`src/rtl/pll_scan_reconfig_engine_pkg.sv`:
```
// Shared definitions for the dpll0 scan reconfiguration engine.
// Contents:
//   NUM_FIELDS / DEF_DATA_W / SCAN_LEN - chain geometry for the default field width
//   state_e                            - sequencer states
//   field_valid() / field_index()      - address decode of counter_type/counter_param
package pll_scan_reconfig_engine_pkg;

  localparam int NUM_FIELDS = 8;
  localparam int DEF_DATA_W = 9;
  localparam int SCAN_LEN   = NUM_FIELDS * DEF_DATA_W;

  typedef enum logic [2:0] {
    ST_IDLE      = 3'd0,
    ST_SHIFT     = 3'd1,
    ST_COMMIT    = 3'd2,
    ST_WAIT_DONE = 3'd3,
    ST_ARESET    = 3'd4
  } state_e;

  // Only counter_type 0..3 and counter_param 0..1 address a field.
  function automatic logic field_valid(input logic [3:0] ctype, input logic [2:0] cparam);
    return (ctype < 4'd4) && (cparam < 3'd2);
  endfunction

  // idx = counter_type*2 + counter_param; meaningful only when field_valid() holds.
  function automatic logic [2:0] field_index(input logic [3:0] ctype, input logic [2:0] cparam);
    return 3'({ctype, 1'b0} + {2'b00, cparam});
  endfunction

endpackage

```
`src/rtl/pll_scan_reconfig_engine_if.sv`:
```
// Command bus between the config logic (master) and the reconfiguration engine (slave).
// Signals:
//   write_param/read_param/reconfig  command strobes, acted on at their rising edge
//   counter_type/counter_param       field select
//   data_in                          write value
//   data_out/data_valid              read value and its one-cycle strobe
//   busy/cmd_err/timeout_err         engine status
interface pll_scan_reconfig_engine_if
  import pll_scan_reconfig_engine_pkg::*;
#(
  parameter int DATA_W = DEF_DATA_W
);
  logic              write_param;
  logic              read_param;
  logic              reconfig;
  logic [3:0]        counter_type;
  logic [2:0]        counter_param;
  logic [DATA_W-1:0] data_in;
  logic [DATA_W-1:0] data_out;
  logic              data_valid;
  logic              busy;
  logic              cmd_err;
  logic              timeout_err;

  modport master (
    output write_param, read_param, reconfig, counter_type, counter_param, data_in,
    input  data_out, data_valid, busy, cmd_err, timeout_err
  );

  modport slave (
    input  write_param, read_param, reconfig, counter_type, counter_param, data_in,
    output data_out, data_valid, busy, cmd_err, timeout_err
  );
endinterface

```
`src/rtl/pll_scan_reconfig_engine_shifter.sv`:
```
// Serialiser for the dpll0 scan chain.
// On i_start the chain is captured; each bit then takes two cycles (scanclk low with the
// bit on scandata, then scanclk high so the PLL samples on the rising edge), MSB first.
// Ports:
//   clk_in, rst_div2  clock, asynchronous active-low reset
//   i_start           load i_load and begin shifting (next cycle is the first low phase)
//   i_load            chain image to shift
//   o_done            high during the final (high-phase) cycle of the last bit
//   o_scanclk         scan clock
//   o_scandata        scan data
module pll_scan_shifter
  import pll_scan_reconfig_engine_pkg::*;
#(
  parameter int SCAN_LEN = pll_scan_reconfig_engine_pkg::SCAN_LEN
)(
  input  logic                clk_in,
  input  logic                rst_div2,
  input  logic                i_start,
  input  logic [SCAN_LEN-1:0] i_load,
  output logic                o_done,
  output logic                o_scanclk,
  output logic                o_scandata
);
  localparam int CNT_W = $clog2(SCAN_LEN);
  localparam logic [CNT_W-1:0] BIT_LAST = CNT_W'(SCAN_LEN - 1);

  // The current bit lives in r_sdata; r_rest holds the bits still to go, next one on top.
  logic [SCAN_LEN-2:0] r_rest;
  logic [CNT_W-1:0]    r_bit;
  logic                r_phase;
  logic                r_active;
  logic                r_sclk;
  logic                r_sdata;

  // Shift register, bit counter and scan clock phase.
  always_ff @(posedge clk_in or negedge rst_div2) begin
    if (!rst_div2) begin
      r_rest   <= '0;
      r_bit    <= '0;
      r_phase  <= 1'b0;
      r_active <= 1'b0;
      r_sclk   <= 1'b0;
      r_sdata  <= 1'b0;
    end else if (i_start) begin
      r_rest   <= i_load[SCAN_LEN-2:0];
      r_sdata  <= i_load[SCAN_LEN-1];
      r_bit    <= '0;
      r_phase  <= 1'b0;
      r_active <= 1'b1;
      r_sclk   <= 1'b0;
    end else if (r_active) begin
      if (!r_phase) begin
        r_phase <= 1'b1;
        r_sclk  <= 1'b1;
      end else if (r_bit == BIT_LAST) begin
        r_active <= 1'b0;
        r_phase  <= 1'b0;
        r_sclk   <= 1'b0;
        r_sdata  <= 1'b0;
        r_bit    <= '0;
      end else begin
        r_phase <= 1'b0;
        r_sclk  <= 1'b0;
        r_bit   <= r_bit + CNT_W'(1);
        r_sdata <= r_rest[SCAN_LEN-2];
        r_rest  <= {r_rest[SCAN_LEN-3:0], 1'b0};
      end
    end
  end

  assign o_done     = r_active & r_phase & (r_bit == BIT_LAST);
  assign o_scanclk  = r_sclk;
  assign o_scandata = r_sdata;

endmodule

```
`src/rtl/pll_scan_reconfig_engine.sv`:
```
// Responder for dpll0 reconfiguration commands.
// Keeps a shadow copy of the PLL scan chain (NUM_FIELDS fields of DATA_W bits), serves
// field reads/writes, and on reconfig shifts the chain into the PLL, strobes scanwrite,
// waits for scandone (bounded by TIMEOUT) and finally pulses pll_areset.
// Ports:
//   clk_in, rst_div2   clock, asynchronous active-low reset
//   cmd (slave)        command bus: strobes, field select, data, status
//   o_pll_scanclk      scan clock to dpll0
//   o_pll_scandata     serial chain data, MSB first
//   o_pll_scanwrite    chain commit strobe
//   i_pll_scandone     PLL commit complete
//   o_pll_areset       PLL reset after commit
module pll_scan_reconfig_engine
  import pll_scan_reconfig_engine_pkg::*;
#(
  parameter int DATA_W     = DEF_DATA_W,
  parameter int TIMEOUT    = 1023,
  parameter int ARESET_CYC = 4,
  parameter logic [NUM_FIELDS*DATA_W-1:0] INIT_CHAIN = '0
)(
  input  logic                       clk_in,
  input  logic                       rst_div2,
  pll_scan_reconfig_engine_if.slave  cmd,
  output logic                       o_pll_scanclk,
  output logic                       o_pll_scandata,
  output logic                       o_pll_scanwrite,
  input  logic                       i_pll_scandone,
  output logic                       o_pll_areset
);
  localparam int CHAIN_LEN = NUM_FIELDS * DATA_W;
  localparam int BASE_W    = $clog2(CHAIN_LEN);
  localparam int CNT_W     = $clog2(TIMEOUT + 1);
  localparam logic [CNT_W-1:0] CNT_ONE  = CNT_W'(1);
  localparam logic [CNT_W-1:0] TMO_LAST = CNT_W'(TIMEOUT - 1);
  localparam logic [CNT_W-1:0] AR_LAST  = CNT_W'(ARESET_CYC - 1);

  state_e               r_state, w_state_nxt;
  logic [CNT_W-1:0]     r_cnt, w_cnt_nxt;
  logic [CHAIN_LEN-1:0] r_shadow, w_shadow_nxt;
  logic                 r_wr_prev, r_rd_prev, r_rc_prev;
  logic [DATA_W-1:0]    r_data_out;
  logic                 r_data_valid, r_busy, r_cmd_err, r_timeout_err;
  logic                 r_scanwrite, r_commit_clk, r_areset;

  logic                 w_wr_edge, w_rd_edge, w_rc_edge;
  logic                 w_idle, w_valid, w_wr_ok, w_rd_ok, w_err;
  logic [2:0]           w_idx;
  logic [BASE_W-1:0]    w_base;
  logic [DATA_W-1:0]    w_rd_field;
  logic                 w_tmo_nxt, w_start;
  logic                 w_shf_done, w_shf_clk, w_shf_data;

  assign w_wr_edge = cmd.write_param & ~r_wr_prev;
  assign w_rd_edge = cmd.read_param  & ~r_rd_prev;
  assign w_rc_edge = cmd.reconfig    & ~r_rc_prev;

  assign w_idle     = (r_state == ST_IDLE);
  assign w_valid    = field_valid(cmd.counter_type, cmd.counter_param);
  assign w_idx      = field_index(cmd.counter_type, cmd.counter_param);
  assign w_base     = BASE_W'(w_idx * DATA_W);
  assign w_rd_field = r_shadow[w_base +: DATA_W];
  assign w_wr_ok    = w_idle & w_wr_edge & w_valid;
  assign w_rd_ok    = w_idle & w_rd_edge & w_valid;
  // Busy rejects every command; idle rejects only reads/writes with a bad address.
  assign w_err      = w_idle ? ((w_wr_edge | w_rd_edge) & ~w_valid)
                             : (w_wr_edge | w_rd_edge | w_rc_edge);

  // Shadow chain after this cycle's write; also the image loaded into the shifter, so a
  // write coincident with reconfig is part of the shifted chain.
  always_comb begin
    w_shadow_nxt = r_shadow;
    if (w_wr_ok) begin
      w_shadow_nxt[w_base +: DATA_W] = cmd.data_in;
    end else begin
      w_shadow_nxt = r_shadow;
    end
  end

  // Sequencer next state, shared phase counter and timeout flag.
  always_comb begin
    w_state_nxt = r_state;
    w_cnt_nxt   = r_cnt;
    w_tmo_nxt   = r_timeout_err;
    w_start     = 1'b0;
    case (r_state)
      ST_IDLE: begin
        if (w_rc_edge) begin
          w_state_nxt = ST_SHIFT;
          w_start     = 1'b1;
        end else begin
          w_state_nxt = ST_IDLE;
        end
      end
      ST_SHIFT: begin
        if (w_shf_done) begin
          w_state_nxt = ST_COMMIT;
          w_cnt_nxt   = '0;
        end else begin
          w_state_nxt = ST_SHIFT;
        end
      end
      ST_COMMIT: begin
        if (r_cnt == CNT_ONE) begin
          w_state_nxt = ST_WAIT_DONE;
          w_cnt_nxt   = '0;
        end else begin
          w_cnt_nxt   = CNT_ONE;
        end
      end
      ST_WAIT_DONE: begin
        if (i_pll_scandone) begin
          w_state_nxt = ST_ARESET;
          w_cnt_nxt   = '0;
          w_tmo_nxt   = 1'b0;
        end else if (r_cnt == TMO_LAST) begin
          w_state_nxt = ST_ARESET;
          w_cnt_nxt   = '0;
          w_tmo_nxt   = 1'b1;
        end else begin
          w_cnt_nxt   = r_cnt + CNT_ONE;
        end
      end
      ST_ARESET: begin
        if (r_cnt == AR_LAST) begin
          w_state_nxt = ST_IDLE;
          w_cnt_nxt   = '0;
        end else begin
          w_cnt_nxt   = r_cnt + CNT_ONE;
        end
      end
      default: begin
        w_state_nxt = ST_IDLE;
        w_cnt_nxt   = '0;
      end
    endcase
  end

  // Sequencer state and PLL-side strobes, registered from the next state.
  always_ff @(posedge clk_in or negedge rst_div2) begin
    if (!rst_div2) begin
      r_state       <= ST_IDLE;
      r_cnt         <= '0;
      r_timeout_err <= 1'b0;
      r_busy        <= 1'b0;
      r_scanwrite   <= 1'b0;
      r_commit_clk  <= 1'b0;
      r_areset      <= 1'b0;
    end else begin
      r_state       <= w_state_nxt;
      r_cnt         <= w_cnt_nxt;
      r_timeout_err <= w_tmo_nxt;
      r_busy        <= (w_state_nxt != ST_IDLE);
      r_scanwrite   <= (w_state_nxt == ST_COMMIT);
      // Commit scan clock: low in the first COMMIT cycle, high in the second.
      r_commit_clk  <= (w_state_nxt == ST_COMMIT) && (w_cnt_nxt == CNT_ONE);
      r_areset      <= (w_state_nxt == ST_ARESET);
    end
  end

  // Edge-detect history, shadow chain and command responses.
  always_ff @(posedge clk_in or negedge rst_div2) begin
    if (!rst_div2) begin
      r_wr_prev    <= 1'b0;
      r_rd_prev    <= 1'b0;
      r_rc_prev    <= 1'b0;
      r_shadow     <= INIT_CHAIN;
      r_data_out   <= '0;
      r_data_valid <= 1'b0;
      r_cmd_err    <= 1'b0;
    end else begin
      r_wr_prev    <= cmd.write_param;
      r_rd_prev    <= cmd.read_param;
      r_rc_prev    <= cmd.reconfig;
      r_shadow     <= w_shadow_nxt;
      r_data_valid <= w_rd_ok;
      r_cmd_err    <= w_err;
      if (w_rd_ok) begin
        r_data_out <= w_rd_field;
      end
    end
  end

  pll_scan_shifter #(
    .SCAN_LEN (CHAIN_LEN)
  ) u_shifter (
    .clk_in     (clk_in),
    .rst_div2   (rst_div2),
    .i_start    (w_start),
    .i_load     (w_shadow_nxt),
    .o_done     (w_shf_done),
    .o_scanclk  (w_shf_clk),
    .o_scandata (w_shf_data)
  );

  assign cmd.data_out    = r_data_out;
  assign cmd.data_valid  = r_data_valid;
  assign cmd.busy        = r_busy;
  assign cmd.cmd_err     = r_cmd_err;
  assign cmd.timeout_err = r_timeout_err;

  assign o_pll_scanclk   = w_shf_clk | r_commit_clk;
  assign o_pll_scandata  = w_shf_data;
  assign o_pll_scanwrite = r_scanwrite;
  assign o_pll_areset    = r_areset;

endmodule

```
`src/flat_wrapper.sv`:
```
// flat-port wrapper written by rule: the top's interface ports become plain ports
module pll_scan_reconfig_engine_flat import pll_scan_reconfig_engine_pkg::*;
#(
  parameter int DATA_W     = DEF_DATA_W,
  parameter int TIMEOUT    = 1023,
  parameter int ARESET_CYC = 4,
  parameter logic [NUM_FIELDS*DATA_W-1:0] INIT_CHAIN = '0
)
  (clk_in, rst_div2, o_pll_scanclk, o_pll_scandata, o_pll_scanwrite, i_pll_scandone, o_pll_areset, cmd_write_param, cmd_read_param, cmd_reconfig, cmd_counter_type, cmd_counter_param, cmd_data_in, cmd_data_out, cmd_data_valid, cmd_busy, cmd_cmd_err, cmd_timeout_err);
  pll_scan_reconfig_engine_if #(.DATA_W(DATA_W)) cmd_i ();
  input  logic clk_in;
  input  logic rst_div2;
  output logic o_pll_scanclk;
  output logic o_pll_scandata;
  output logic o_pll_scanwrite;
  input  logic i_pll_scandone;
  output logic o_pll_areset;
  input wire logic [$bits(cmd_i.write_param)-1:0] cmd_write_param;
  input wire logic [$bits(cmd_i.read_param)-1:0] cmd_read_param;
  input wire logic [$bits(cmd_i.reconfig)-1:0] cmd_reconfig;
  input wire logic [$bits(cmd_i.counter_type)-1:0] cmd_counter_type;
  input wire logic [$bits(cmd_i.counter_param)-1:0] cmd_counter_param;
  input wire logic [$bits(cmd_i.data_in)-1:0] cmd_data_in;
  output wire logic [$bits(cmd_i.data_out)-1:0] cmd_data_out;
  output wire logic [$bits(cmd_i.data_valid)-1:0] cmd_data_valid;
  output wire logic [$bits(cmd_i.busy)-1:0] cmd_busy;
  output wire logic [$bits(cmd_i.cmd_err)-1:0] cmd_cmd_err;
  output wire logic [$bits(cmd_i.timeout_err)-1:0] cmd_timeout_err;
  assign cmd_i.write_param = cmd_write_param;
  assign cmd_i.read_param = cmd_read_param;
  assign cmd_i.reconfig = cmd_reconfig;
  assign cmd_i.counter_type = cmd_counter_type;
  assign cmd_i.counter_param = cmd_counter_param;
  assign cmd_i.data_in = cmd_data_in;
  assign cmd_data_out = cmd_i.data_out;
  assign cmd_data_valid = cmd_i.data_valid;
  assign cmd_busy = cmd_i.busy;
  assign cmd_cmd_err = cmd_i.cmd_err;
  assign cmd_timeout_err = cmd_i.timeout_err;
  pll_scan_reconfig_engine #(.DATA_W(DATA_W), .TIMEOUT(TIMEOUT), .ARESET_CYC(ARESET_CYC), .INIT_CHAIN(INIT_CHAIN)) u_core (.clk_in(clk_in), .rst_div2(rst_div2), .cmd(cmd_i), .o_pll_scanclk(o_pll_scanclk), .o_pll_scandata(o_pll_scandata), .o_pll_scanwrite(o_pll_scanwrite), .i_pll_scandone(i_pll_scandone), .o_pll_areset(o_pll_areset));
endmodule
```
`config.mk`:
```
export PLATFORM = sky130hd
export DESIGN_NAME = pll_scan_reconfig_engine_flat
export DESIGN_NICKNAME = d
export VERILOG_FILES = /design/src/rtl/pll_scan_reconfig_engine_pkg.sv /design/src/rtl/pll_scan_reconfig_engine_if.sv /design/src/rtl/pll_scan_reconfig_engine_shifter.sv /design/src/rtl/pll_scan_reconfig_engine.sv /design/src/flat_wrapper.sv
export SDC_FILE = /design/constraint.sdc
export NUM_CORES = 1
export LEC_CHECK = 0
export BUFFER_PORTS_ARGS = -buffer_cell sky130_fd_sc_hd__buf_4
export CAP_MARGIN = 5
export CORE_AREA = 2 2 168 170
export DETAILED_ROUTE_END_ITERATION = 8
export DIE_AREA = 0 0 170 172
export GPL_TIMING_DRIVEN = 0
export PLACE_DENSITY = 0.66
export SLEW_MARGIN = 0
export SYNTH_ARGS = -nofsm -noshare
export SYNTH_HDL_FRONTEND = slang
export SYNTH_HIERARCHICAL = 1
export SYNTH_SLANG_ARGS = --single-unit
```
`constraint.sdc`:
```
create_clock -name clk_in -period 3.45 [get_ports clk_in]
set_input_delay 0.1725 -clock clk_in [delete_from_list [all_inputs] [get_ports clk_in]]
set_output_delay 0.1725 -clock clk_in [all_outputs]
set_load 0.005 [all_outputs]
```
==> out/summary.json, run 1 <==
{
  "hold_path_end": "u_core/r_shadow[7]$_DFF_PN0_",
  "cts_made_buffers": 17,
  "synth_warnings": 6,
  "final_hold_viol_count": 0,
  "post_dp_cell_area_sq_um": 11300,
  "drt_pass1_iterations": 7,
  "finalCritPeriodShare_pct": 87.0,
  "run_status": "completed",
  "clk_path_buf_depth": 2,
  "grt_setup_unrepaired": "false",
  "netlist-cell-type-count": 54,
  "netlist.top_cell.by_area": "dfrtp_1",
  "post-place-ws_ps": 75.2,
  "design_power_total_mw": 8.60,
  "grt_antenna_before_repair": 0,
  "design_area_sq_um": 12000,
  "final_net_count": 1141,
  "ctsResizeCount": 0,
  "ant_nets": 0,
  "period_needed_ps": 3000,
  "arrival_ps": 3340,
  "layout-drive-gt1-share_pct": 12.2,
  "synth_most_common_cell": "dfrtp_1",
  "pwr_dens_nw_per_um2": 717,
  "layout.cells.non_filler": 1469,
  "fin_util_pct": 43.7,
  "maxClockFrequency_mhz": 333,
  "tritoncts": "yes",
  "post_synth_and_or_nand_nor_area_fraction_pct": 15.4,
  "vias_per_cell": 6.25,
  "detailedRoute.firstIterationViolations": 1264,
  "worst_setup_hold_path_clk_slew_ps": 80,
  "worst_hold_path_type": "primary input to flip-flop",
  "detail_route.wl_per_cell_um": 22.0,
  "fp.dieArea_sq_um": 29200,
  "setup_slack_ps": 448,
  "final_max_slew_viol_count": 0,
  "p_leak_nw": 5.14,
  "pin_count_of_the_biggest_net_entering_global_routing": 114,
  "clock_tree.root_cell": "clkbuf_16",
  "clock_sinks": 185,
  "critical_path.startpoint_type": "flip-flop",
  "setup_tns_ps": 0,
  "port_buffer_count": 38,
  "timing.hold.worst_path_depth": 2,
  "placementRows": 61,
  "synth-xor-area-share_pct": 0.877,
  "grt_pass1_vias": 8772,
  "yosys-mux-area-fraction_pct": 11.6,
  "ys_seq_elements": 185,
  "worst_ep_required_time_ps": 3790,
  "criticalPathCategory": "flip-flop to flip-flop",
  "r2r_end": "u_core/u_shifter/r_rest[36]$_DFFE_PN0P_",
  "synth_top_cell_area_share_pct": 43.8,
  "starting_density_pct": 38.4,
  "slew_headroom_pct": 26.9,
  "mappedNetlistNets": 1078,
  "reg2reg_slack_ps": 450,
  "final.fill_count": 2650,
  "routabilityCongestion": 0.893,
  "grt_overflow": 0,
  "grt_first_pass_wirelength_mm": 51.0,
  "multi_input_area_sq_um": 5390,
  "main_combinational_cell_family_by_area_after_synthesis": "compound AO/OA/AOI/OAI gates",
  "clk-insertion-delay-late_ps": 440,
  "timing.clock.skew_ps": 11.3,
  "placedCellCount": 1432,
  "ys_top_cells_by_count": "dfrtp_1, nand2_1, nand3_1",
  "final-seq-area_sq_um": 4630,
  "antenna-diode-count": 0,
  "worst_pin_slew_ps": 1090,
  "synth.top_cells.by_area": "dfrtp_1, a2bb2oi_1, o2111ai_1",
  "max-vdd-ir-drop_mv": 0.357,
  "max_cap_violations": 0,
  "synth_enable_flop_cells": 0,
  "dieWidth_um": 170,
  "worst_path_max_fanout": 10,
  "core_sq_um": 27500,
  "flow.area_growth_from_synthesis_pct": 13.6,
  "setup.worst_path.end_class": "flip-flop",
  "finalSetupViolCount": 0,
  "synthCells": 1047,
  "postSynthAreaPerCell_sq_um": 10.1,
  "worstHoldStart": "cmd_data_in[7]",
  "number_of_top_level_design_ports": 39,
  "compound_gate_portion_of_the_synthesized_area_pct": 22.1,
  "ff2ff_path_depth": 9,
  "detailedPlacementHpwl_mm": 23.2,
  "ys_flop_type": "dfrtp_1",
  "post_synth_instance_area_sq_um": 10600,
  "h_tree_levels": 4,
  "crit-reg2reg-launch": "u_core/r_state[2]$_DFF_PN0_",
  "drc": 0,
  "die_h_um": 172,
  "finalHoldWorstSlack_ps": 50.4,
  "seq_area_frac_synth_pct": 43.8,
  "num_vias": 9176,
  "async_flop_share_pct": 100,
  "grt_util_all_layers_pct": 22.7,
  "synth_adder_area_share_pct": 1.07,
  "totalWireLength_mm": 32.3
}
-- cell usage in the layout, fill, tap and decap left out, types with 23 or more instances in the layout --
cell       instances
a2bb2oi_1         71
and3_1            28
buf_4             44
clkbuf_1          78
dfrtp_1          185
mux2_1            51
mux2_2            23
nand2_1          111
nand3_1           85
nor2_1            28
o2111ai_1         69
o211ai_1          72
-- routing by layer --
metal | part of all wire [%] | global-route usage (%) | up-vias
met1 | 45 | 32.1 | 4598
met3 | 7.4 | 4.72 | 56
li1 | - | - | 4147
met2 | 44 | 33.9 | 375
met5 | 0 | 0 | -
met4 | 3.7 | 9.25 | 0
-- final cells by class --
type,count,share of cell area (%)
Clock inverter,13,1.50
Tap cell,346,3.61
Multi-Input combinational cell,743,44.9
Timing Repair Buffer,44,3.09
Buffer,111,4.29
Clock buffer,19,3.78
Sequential cell,185,38.6
Inverter,8,0.250
-- state kept, by name, summed over array words and instances (netlist names), 3 cells and up --
signal,cells
u_core/r_shadow,72
u_core/u_shifter/r_rest,71
u_core/r_cnt,10
u_core/r_state,3
u_core/cmd.data_out,9
u_core/u_shifter/r_bit,7
-- logic make-up (layout without fill, tap and decap cells) --
kind of cell	Yosys count	count (layout)
AO/OA/AOI/OAI	299	299
buffers and inverters	119	195
adder cells (fa/ha/maj)	9	9
multiplexers	103	103
AND/OR/NAND/NOR	323	323
flip-flops	185	185
XOR/XNOR	9	9
-- worst max path at each step --
stage                                               to                   startpoint  depth (start not counted)  slack (ps)
6_report       u_core/u_shifter/r_rest[36]$_DFFE_PN0P_  u_core/r_state[2]$_DFF_PN0_                          9         450
5_1_grt        u_core/u_shifter/r_rest[43]$_DFFE_PN0P_  u_core/r_state[2]$_DFF_PN0_                          9         280
4_1_cts        u_core/u_shifter/r_rest[36]$_DFFE_PN0P_  u_core/r_state[2]$_DFF_PN0_                          9         490
3_5_place_dp   u_core/u_shifter/r_rest[49]$_DFFE_PN0P_         cmd_counter_param[0]                         11          80
3_3_place_gp   u_core/u_shifter/r_rest[51]$_DFFE_PN0P_         cmd_counter_param[0]                         11          80
2_1_floorplan  u_core/u_shifter/r_rest[44]$_DFFE_PN0P_          cmd_counter_type[0]                         12         870
-- report_power, final --
group | switching, mW | leakage [nW] | total [mW] | internal (mW)
clock | 0.962 | 0.307 | 2.11 | 1.15
sequential | 0.417 | 2.53 | 3.07 | 2.65
combinational | 2.07 | 2.30 | 3.42 | 1.35
total | 3.45 | 5.14 | 8.60 | 5.15
-- repair_timing --
action | 4_1_cts | 5_1_grt
hold buffers | 5 | 0
endpoints found under the hold margin | 76 | 0
setup endpoints to repair | 0 | 0
buffers inserted | 0 | 0
-- worst max-delay path, stage by stage (launching register included) --
cell,delay [ps]
dfrtp_1,360
buf_2,170
or3_1,370
buf_2,200
nor2_1,120
clkbuf_1,370
clkbuf_1,560
clkbuf_1,450
nand2_1,150
o211ai_1,150
(Power assumes the default switching activity.)
==> run 2: changes to the inputs <==
--- a/config.mk
+++ b/config.mk
@@ -7,11 +7,13 @@
 export LEC_CHECK = 0
 export BUFFER_PORTS_ARGS = -buffer_cell sky130_fd_sc_hd__buf_4
 export CAP_MARGIN = 5
-export CORE_AREA = 2 2 168 170
+export CORE_AREA = 2 2 177 179
 export DETAILED_ROUTE_END_ITERATION = 8
-export DIE_AREA = 0 0 170 172
+export DIE_AREA = 0 0 179 181
+export GPL_ROUTABILITY_DRIVEN = 0
 export GPL_TIMING_DRIVEN = 0
-export PLACE_DENSITY = 0.66
+export MAX_ROUTING_LAYER = met4
+export PLACE_DENSITY = 0.62
 export SLEW_MARGIN = 0
 export SYNTH_ARGS = -nofsm -noshare
 export SYNTH_HDL_FRONTEND = slang
==> run 2 against run 1 <==
Clock-buffer cell count shrank 1. Worst setup slack lost 54 ps. Combinational power about the same. Critical path depth rose by 2. Final area hardly changed. Sequential power is essentially flat. Sequential share of layout area about the same. Non-clock buffer count unchanged. Critical endpoint is now u_core/u_shifter/r_rest[51]$_DFFE_PN0P_.
==> out/summary.json, run 2 (synthesized netlist as in run 1, its figures left out) <==
{
  "run_status": "completed",
  "layout.cells.non_filler": {"value": 1519, "change": "+3.4%"},
  "setup_tns": {"value": 0, "unit": "ps", "change": "unchanged"},
  "period_needed": {"value": 3060, "unit": "ps", "change": "+53.8 ps"},
  "critical_path.startpoint_type": "primary input",
  "fin_util": {"value": 39.5, "unit": "%", "change": "-4.1 points"},
  "fp.dieArea": {"value": 32400, "unit": "sq um", "change": "+11%"},
  "layout_common_cells": "dfrtp_1, nand2_1, nand3_1",
  "final_net_count": {"value": 1141, "change": "unchanged"},
  "flow.area_growth_from_synthesis": {"value": 13.6, "unit": "%", "change": "about the same"},
  "max-vdd-ir-drop": {"value": 0.391, "unit": "mV", "change": "+9.5%"},
  "cp.depth": {"value": 11, "change": "+2"},
  "top_register": "u_core/r_shadow",
  "timing.hold.worst_path_depth": {"value": 2, "change": "unchanged"},
  "detailedPlacementHpwl": {"value": 23.7, "unit": "mm", "change": "+2.4%"},
  "clock_sinks": {"value": 185, "change": "unchanged"},
  "path_cells": "buf_4 > clkbuf_1 > inv_1 > buf_1 > ha_1 > clkbuf_1 > nor2_1 > and2_1 > mux2_1 > nand2_1 > o211ai_1",
  "worst_hold_path_type": "primary input to flip-flop",
  "final_hold_viol_count": {"value": 0, "change": "unchanged"},
  "drt_pass1_iterations": {"value": 6, "change": "-1"},
  "criticalPathCategory": "primary input to flip-flop",
  "combinationalPowerShare": {"value": 40.5, "unit": "%", "change": "+0.7 points"},
  "number_of_top_level_design_ports": {"value": 39, "change": "unchanged"},
  "finalSetupViolCount": {"value": 0, "change": "unchanged"},
  "h_tree_levels": {"value": 4, "change": "unchanged"},
  "timing.clock.skew": {"value": 10.0, "unit": "ps", "change": "-1.21 ps"},
  "core": {"value": 30300, "unit": "sq um", "change": "+10%"},
  "setup_slack": {"value": 394, "unit": "ps", "change": "-53.8 ps"},
  "final.fill_count": {"value": 2962, "change": "+12%"},
  "clk_path_buf_depth": {"value": 2, "change": "unchanged"},
  "crit_top_cell": "clkbuf_1",
  "starting_density": {"value": 34.8, "unit": "%", "change": "-3.6 points"},
  "ant_nets": {"value": 0, "change": "unchanged"},
  "worst_setup_hold_path_clk_slew": {"value": 80, "unit": "ps", "change": "about the same"},
  "vias_per_cell": {"value": 5.96, "change": "-4.6%"},
  "placedCellCount": {"value": 1482, "change": "+3.5%"},
  "crit_path_top_delay_cell": "nor2_1",
  "tritoncts": "yes",
  "totalWireLength": {"value": 32.7, "unit": "mm", "change": "+1.4%"},
  "final_max_slew_viol_count": {"value": 0, "change": "unchanged"},
  "cts_made_buffers": {"value": 17, "change": "unchanged"},
  "placementRows": {"value": 64, "change": "+4.9%"},
  "clock_tree.root_cell": "clkbuf_16",
  "grt_pass1_vias": {"value": 8777, "change": "+0.057%"},
  "die_h": {"value": 181, "unit": "um", "change": "+5.2%"},
  "clk-insertion-delay-late": {"value": 440, "unit": "ps", "change": "about the same"},
  "grt_first_pass_wirelength": {"value": 51.7, "unit": "mm", "change": "+1.2%"},
  "detail_route.wl_per_cell": {"value": 21.5, "unit": "um", "change": "-1.9%"},
  "post-place-ws": {"value": 14.5, "unit": "ps", "change": "-60.7 ps"},
  "p_seq_share": {"value": 36.5, "unit": "%", "change": "+0.8 points"},
  "design_area": {"value": 12000, "unit": "sq um", "change": "about the same"},
  "port_buffer_count": {"value": 38, "change": "unchanged"},
  "max_cap_violations": {"value": 0, "change": "unchanged"},
  "net-switching-power": {"value": 3.44, "unit": "mW", "change": "-0.30%"},
  "power.share.switching": {"value": 40.8, "unit": "%", "change": "+0.73 points"},
  "ff2ff_path_depth": {"value": 9, "change": "unchanged"},
  "setup.worst_path.end_class": "flip-flop",
  "drc": {"value": 0, "change": "unchanged"},
  "dieWidth": {"value": 179, "unit": "um", "change": "+5.3%"},
  "worst_ep_required_time": {"value": 3800, "unit": "ps", "change": "about the same"},
  "internal-power": {"value": 4.98, "unit": "mW", "change": "-3.3%"},
  "grt_util_all_layers": {"value": 21.2, "unit": "%", "change": "-1.5 points"},
  "post_dp_cell_area": {"value": 11400, "unit": "sq um", "change": "+0.55%"},
  "slew_headroom": {"value": 29.9, "unit": "%", "change": "+3.0 points"},
  "critPathMaxStageDelay": {"value": 640, "unit": "ps", "change": "+80 ps"},
  "grt_antenna_before_repair": {"value": 0, "change": "unchanged"},
  "finalHoldWorstSlack": {"value": 44.0, "unit": "ps", "change": "-6.35 ps"},
  "worst_path_max_fanout": {"value": 11, "change": "+1"},
  "kind_of_cell_adding_the_most_delay_to_the_critical_path": "buffers and inverters",
  "detailedRoute.firstIterationViolations": {"value": 1018, "change": "-19%"},
  "crit_start": "cmd_counter_param[0]",
  "antenna-diode-count": {"value": 0, "change": "unchanged"},
  "num_vias": {"value": 9051, "change": "-1.4%"},
  "grt_overflow": {"value": 0, "change": "unchanged"},
  "maxClockFrequency": {"value": 327, "unit": "MHz", "change": "-1.8%"},
  "design_power_total": {"value": 8.42, "unit": "mW", "change": "-2.1%"},
  "worstHoldStart": "cmd_data_in[4]",
  "post_cts_setup_buffer_count": {"value": 0, "change": "unchanged"},
  "crit-reg2reg-launch": "u_core/r_state[2]$_DFF_PN0_",
  "p_leak": {"value": 5.11, "unit": "nW", "change": "-0.52%"},
  "layout-drive-gt1-share": {"value": 12.2, "unit": "%", "change": "unchanged"},
  "timing.critical_path.buf_inv": {"value": 5, "change": "unchanged"},
  "worst_pin_slew": {"value": 1040, "unit": "ps", "change": "-44.8 ps"},
  "pin_count_of_the_biggest_net_entering_global_routing": {"value": 113, "change": "-0.88%"},
  "pwr_dens": {"value": 702, "unit": "nW/um^2", "change": "-2.1%"},
  "layout_commonest_cell": "dfrtp_1",
  "arrival": {"value": 3410, "unit": "ps", "change": "+70 ps"},
  "power_frac_clock": {"value": 23.0, "unit": "%", "change": "-1.5 points"},
  "largest_register_ffs": {"value": 72, "change": "unchanged"},
  "largestRegisters": "u_core/r_shadow (72), u_core/u_shifter/r_rest (71), u_core/r_cnt (10)",
  "finalCritPeriodShare": {"value": 88.6, "unit": "%", "change": "+1.6 points"},
  "grt_setup_unrepaired": "false"
}
run 2: timing repair:
action,in CTS,in global routing
resized for setup,0,0
hold buffers,5,0
endpoints found under the hold margin,77,0
run 2: power groups by stage:
stage	Clock (mW)	Combinational, mW	Sequential [mW]
after floorplan	0	2.45	3.00
after global placement	0	3.33	3.08
after detailed placement	0	3.36	3.10
after CTS	1.97	3.37	3.06
after global routing	2.07	3.69	3.15
final	1.94	3.41	3.07
run 2: routing by layer:
metal	vias up	routed length [um]	GRT usage (%)
li1	4156	-	-
met1	4489	15000	29.6
met2	361	14500	30.5
met3	45	2170	4.31
met4	0	969	7.09
met5	-	0	-
run 2: layout make-up:
class	instances	area (sq um)	share of cell area, %
Tap cell	396	495	4.13
Clock inverter	14	129	1.07
Timing Repair Buffer	44	370	3.09
Clock buffer	18	439	3.66
Sequential cell	185	4630	38.6
Inverter	8	30.0	0.250
Multi-Input combinational cell	743	5390	44.9
Buffer	111	514	4.29
run 2: path summary, 6_finish.rpt:
| path | slack [ps] | to |
|---|---|---|
| setup reg to reg | 460 | u_core/u_shifter/r_rest[43]$_DFFE_PN0P_ |
| hold / removal | 40 | u_core/r_shadow[4]$_DFF_PN0_ |
| max in group asynchronous | 2200 | u_core/r_cnt[8]$_DFF_PN0_ |
| hold reg to reg | 510 | u_core/r_cnt[9]$_DFF_PN0_ |
| setup / recovery | 390 | u_core/u_shifter/r_rest[51]$_DFFE_PN0P_ |
| min in group asynchronous | 270 | u_core/cmd.cmd_err$_DFF_PN0_ |
==> run 3: changes to the inputs <==
--- a/config.mk
+++ b/config.mk
@@ -12,8 +12,9 @@
 export DIE_AREA = 0 0 179 181
 export GPL_ROUTABILITY_DRIVEN = 0
 export GPL_TIMING_DRIVEN = 0
+export HOLD_SLACK_MARGIN = 0.12
 export MAX_ROUTING_LAYER = met4
-export PLACE_DENSITY = 0.62
+export PLACE_DENSITY = 0.53
 export SLEW_MARGIN = 0
 export SYNTH_ARGS = -nofsm -noshare
 export SYNTH_HDL_FRONTEND = slang
==> constraint.sdc (replaced) <==
create_clock -name clk_in -period 3.45 [get_ports clk_in]
set_input_delay 0.1725 -clock clk_in [delete_from_list [all_inputs] [get_ports clk_in]]
set_output_delay 0.1725 -clock clk_in [all_outputs]
set_load 0.01 [all_outputs]
==> run 3 against run 2 <==
Maximum frequency down 4.8%. Flip-flop and latch count unchanged. Register-to-register slack got worse by 60 ps. Final cell count up 0.59%. Clock skew grew 9.8 ps. Critical path depth is 1 lower. Sequential share of layout area decreased by 0.34 points. Via count down 1.2%. Combinational power is 1% higher. Clock-buffer cell count increased by 2.
==> out/summary.json, run 3 (synthesized netlist as in run 1, its figures left out) <==
{
  "vias_per_cell": {"value": 5.85, "change": "-1.8%"},
  "antenna-diode-count": {"value": 0, "change": "unchanged"},
  "maxClockFrequency": {"value": 311, "unit": "MHz", "change": "-4.8%"},
  "post-place-ws": {"value": -179, "unit": "ps", "change": "-194 ps"},
  "crit_path_top_delay_cell": "nor3_1",
  "r2r_end": "u_core/u_shifter/r_rest[43]$_DFFE_PN0P_",
  "p_leak": {"value": 5.15, "unit": "nW", "change": "+0.69%"},
  "starting_density": {"value": 34.8, "unit": "%", "change": "unchanged"},
  "design_power_total": {"value": 8.47, "unit": "mW", "change": "+0.55%"},
  "grt_util_all_layers": {"value": 21.6, "unit": "%", "change": "+0.42 points"},
  "worst_path_max_fanout": {"value": 11, "change": "unchanged"},
  "max_cap_violations": {"value": 0, "change": "unchanged"},
  "grt_overflow": {"value": 0, "change": "unchanged"},
  "detailedPlacementHpwl": {"value": 24.7, "unit": "mm", "change": "+4.4%"},
  "fp.dieArea": {"value": 32400, "unit": "sq um", "change": "unchanged"},
  "final.fill_count": {"value": 2982, "change": "+0.68%"},
  "grt_pass1_vias": {"value": 8872, "change": "+1.1%"},
  "finalSetupViolCount": {"value": 0, "change": "unchanged"},
  "crit-reg2reg-launch": "u_core/r_state[2]$_DFF_PN0_",
  "grt_first_pass_wirelength": {"value": 52.5, "unit": "mm", "change": "+1.5%"},
  "run_status": "completed",
  "number_of_top_level_design_ports": {"value": 39, "change": "unchanged"},
  "period_needed": {"value": 3210, "unit": "ps", "change": "+155 ps"},
  "power.share.switching": {"value": 41.0, "unit": "%", "change": "+0.16 points"},
  "placedCellCount": {"value": 1482, "change": "unchanged"},
  "totalWireLength": {"value": 33.7, "unit": "mm", "change": "+2.9%"},
  "final_net_count": {"value": 1150, "change": "+0.79%"},
  "worstSetupEndpoint": "u_core/u_shifter/r_rest[21]$_DFFE_PN0P_",
  "placementRows": {"value": 64, "change": "unchanged"},
  "slew_headroom": {"value": 15.9, "unit": "%", "change": "-14 points"},
  "pwr_dens": {"value": 700, "unit": "nW/um^2", "change": "-0.32%"},
  "layout-drive-gt1-share": {"value": 11.9, "unit": "%", "change": "-0.27 points"},
  "design_area": {"value": 12100, "unit": "sq um", "change": "+0.88%"},
  "setup_slack": {"value": 239, "unit": "ps", "change": "-155 ps"},
  "setup.worst_path.end_class": "flip-flop",
  "net-switching-power": {"value": 3.47, "unit": "mW", "change": "+0.95%"},
  "max-vdd-ir-drop": {"value": 0.331, "unit": "mV", "change": "-15%"},
  "pin_count_of_the_biggest_net_entering_global_routing": {"value": 106, "change": "-6.2%"},
  "fin_util": {"value": 39.9, "unit": "%", "change": "+0.35 points"},
  "die_h": {"value": 181, "unit": "um", "change": "unchanged"},
  "timing.clock.skew": {"value": 19.8, "unit": "ps", "change": "+9.75 ps"},
  "kind_of_cell_adding_the_most_delay_to_the_critical_path": "simple AND/OR/NAND/NOR gates",
  "reg2reg_slack": {"value": 400, "unit": "ps", "change": "-60 ps"},
  "detailedRoute.firstIterationViolations": {"value": 742, "change": "-27%"},
  "finalHoldWorstSlack": {"value": 285, "unit": "ps", "change": "+241 ps"},
  "cp.depth": {"value": 10, "change": "-1"},
  "worst_ep_required_time": {"value": 3800, "unit": "ps", "change": "about the same"},
  "clock_tree.root_cell": "clkbuf_16",
  "ant_nets": {"value": 0, "change": "unchanged"},
  "drt_pass1_iterations": {"value": 5, "change": "-1"},
  "post_dp_cell_area": {"value": 11400, "unit": "sq um", "change": "unchanged"},
  "worst_hold_path_type": "primary input to flip-flop",
  "final-seq-area": {"value": 4630, "unit": "sq um", "change": "unchanged"},
  "criticalPathCategory": "primary input to flip-flop",
  "worst_setup_hold_path_clk_slew": {"value": 80, "unit": "ps", "change": "about the same"},
  "arrival": {"value": 3560, "unit": "ps", "change": "+150 ps"},
  "flow.area_growth_from_synthesis_pct": 14.6,
  "core": {"value": 30300, "unit": "sq um", "change": "unchanged"},
  "grt_antenna_before_repair": {"value": 0, "change": "unchanged"},
  "layout.cells.non_filler": {"value": 1528, "change": "+0.59%"},
  "layout_commonest_cell": "dfrtp_1",
  "largest_register_ffs": {"value": 72, "change": "unchanged"},
  "ff2ff_path_depth": {"value": 9, "change": "unchanged"},
  "h_tree_levels": {"value": 4, "change": "unchanged"},
  "finalCritPeriodShare": {"value": 93.1, "unit": "%", "change": "+4.5 points"},
  "num_vias": {"value": 8940, "change": "-1.2%"},
  "combinationalPowerShare": {"value": 40.8, "unit": "%", "change": "+0.3 points"},
  "top_register": "u_core/r_shadow",
  "port_buffer_count": {"value": 38, "change": "unchanged"},
  "critPathMaxStageDelay": {"value": 1000, "unit": "ps", "change": "+360 ps"},
  "dieWidth": {"value": 179, "unit": "um", "change": "unchanged"},
  "layout_common_cells": "dfrtp_1, nand2_1, nand3_1",
  "power_frac_clock": {"value": 22.8, "unit": "%", "change": "-0.2 points"},
  "crit_start": "cmd_counter_param[0]",
  "clk-insertion-delay-late": {"value": 440, "unit": "ps", "change": "about the same"},
  "critical_path.startpoint_type": "primary input",
  "grt_setup_unrepaired": "false",
  "cts_made_buffers": {"value": 17, "change": "unchanged"},
  "largestRegisters": "u_core/r_shadow (72), u_core/u_shifter/r_rest (71), u_core/r_cnt (10)",
  "clk_path_buf_depth": {"value": 2, "change": "unchanged"},
  "setup_tns": {"value": 0, "unit": "ps", "change": "unchanged"},
  "multi_input_area": {"value": 5390, "unit": "sq um", "change": "unchanged"},
  "drc": {"value": 0, "change": "unchanged"},
  "final_hold_viol_count": {"value": 0, "change": "unchanged"},
  "clock_sinks": {"value": 185, "change": "unchanged"},
  "p_seq_share": {"value": 36.4, "unit": "%", "change": "about the same"},
  "tritoncts": "yes",
  "detail_route.wl_per_cell": {"value": 22.0, "unit": "um", "change": "+2.3%"},
  "worst_pin_slew": {"value": 1250, "unit": "ps", "change": "+208 ps"},
  "final_max_slew_viol_count": {"value": 0, "change": "unchanged"},
  "internal-power": {"value": 5.00, "unit": "mW", "change": "+0.28%"},
  "path_cells": "buf_4 > clkbuf_1 > inv_1 > buf_1 > ha_1 > nor3_1 > and2_1 > mux2_1 > nand2_1 > o211ai_1",
  "timing.critical_path.buf_inv": {"value": 4, "change": "-1"}
}
-- run 3: changes by cell type in the layout (fill, tap and decap cells not counted), sizes merged --
cell         change
inv              -5
clkbuf           +2
dlygate4sd3      +9
clkinv           +3
-- run 3: final cells by class --
type	count	area share, %
plain buffers	111	4.25
clock buffers	20	3.69
clock inverters	12	1.13
inverters	8	0.248
multi-input cells	743	44.5
flip-flops and latches	185	38.3
well taps	396	4.10
repair buffers	53	3.81
-- run 3: timing repair --
| item | in CTS | in global routing |
|---|---|---|
| setup buffers | 0 | 0 |
| hold buffers | 14 | 0 |
| hold endpoints to repair | 124 | 0 |
| resized for setup | 0 | 0 |
-- run 3: tightest hold or removal path: cells and delay by family --
| kind | cells | cell delay (ps) |
|---|---|---|
| and+or+nand+nor | 2 | 300 |
| AOI/OAI and AO/OA | 1 | 140 |
| buffers and inverters | 1 | 80 |
-- run 3: per-layer routing --
| layer | global-route usage, % | vias up | wire, um | share of wire (%) |
|---|---|---|---|---|
| met4 | 7.41 | 0 | 955 | 2.8 |
| met3 | 2.82 | 47 | 1590 | 4.7 |
| met1 | 29.5 | 4473 | 15700 | 47 |
| li1 | - | 4161 | - | - |
| met2 | 33.0 | 259 | 15500 | 46 |
| met5 | - | - | 0 | 0 |
-- run 3: power groups by stage --
stage	registers, mW	clock network [mW]	logic [mW]
finish	3.08	1.93	3.46
global route	3.14	2.07	3.74
CTS	3.07	1.98	3.44
detailed placement	3.11	0	3.42
global placement	3.10	0	3.41
floorplan	3.02	0	2.46
-- run 3: worst min path at each step --
stage,depth (start not counted),end,slack (ps),from
floorplan,0,u_core/cmd.busy$_DFF_PN0_,-120,rst_div2
global placement,1,u_core/r_rc_prev$_DFF_PN0_,290,cmd_reconfig
detailed placement,1,u_core/r_wr_prev$_DFF_PN0_,300,rst_div2
CTS,4,u_core/cmd.cmd_err$_DFF_PN0_,300,cmd_counter_type[3]
global route,4,u_core/cmd.cmd_err$_DFF_PN0_,350,cmd_counter_type[3]
finish,4,u_core/cmd.cmd_err$_DFF_PN0_,290,cmd_counter_type[3]
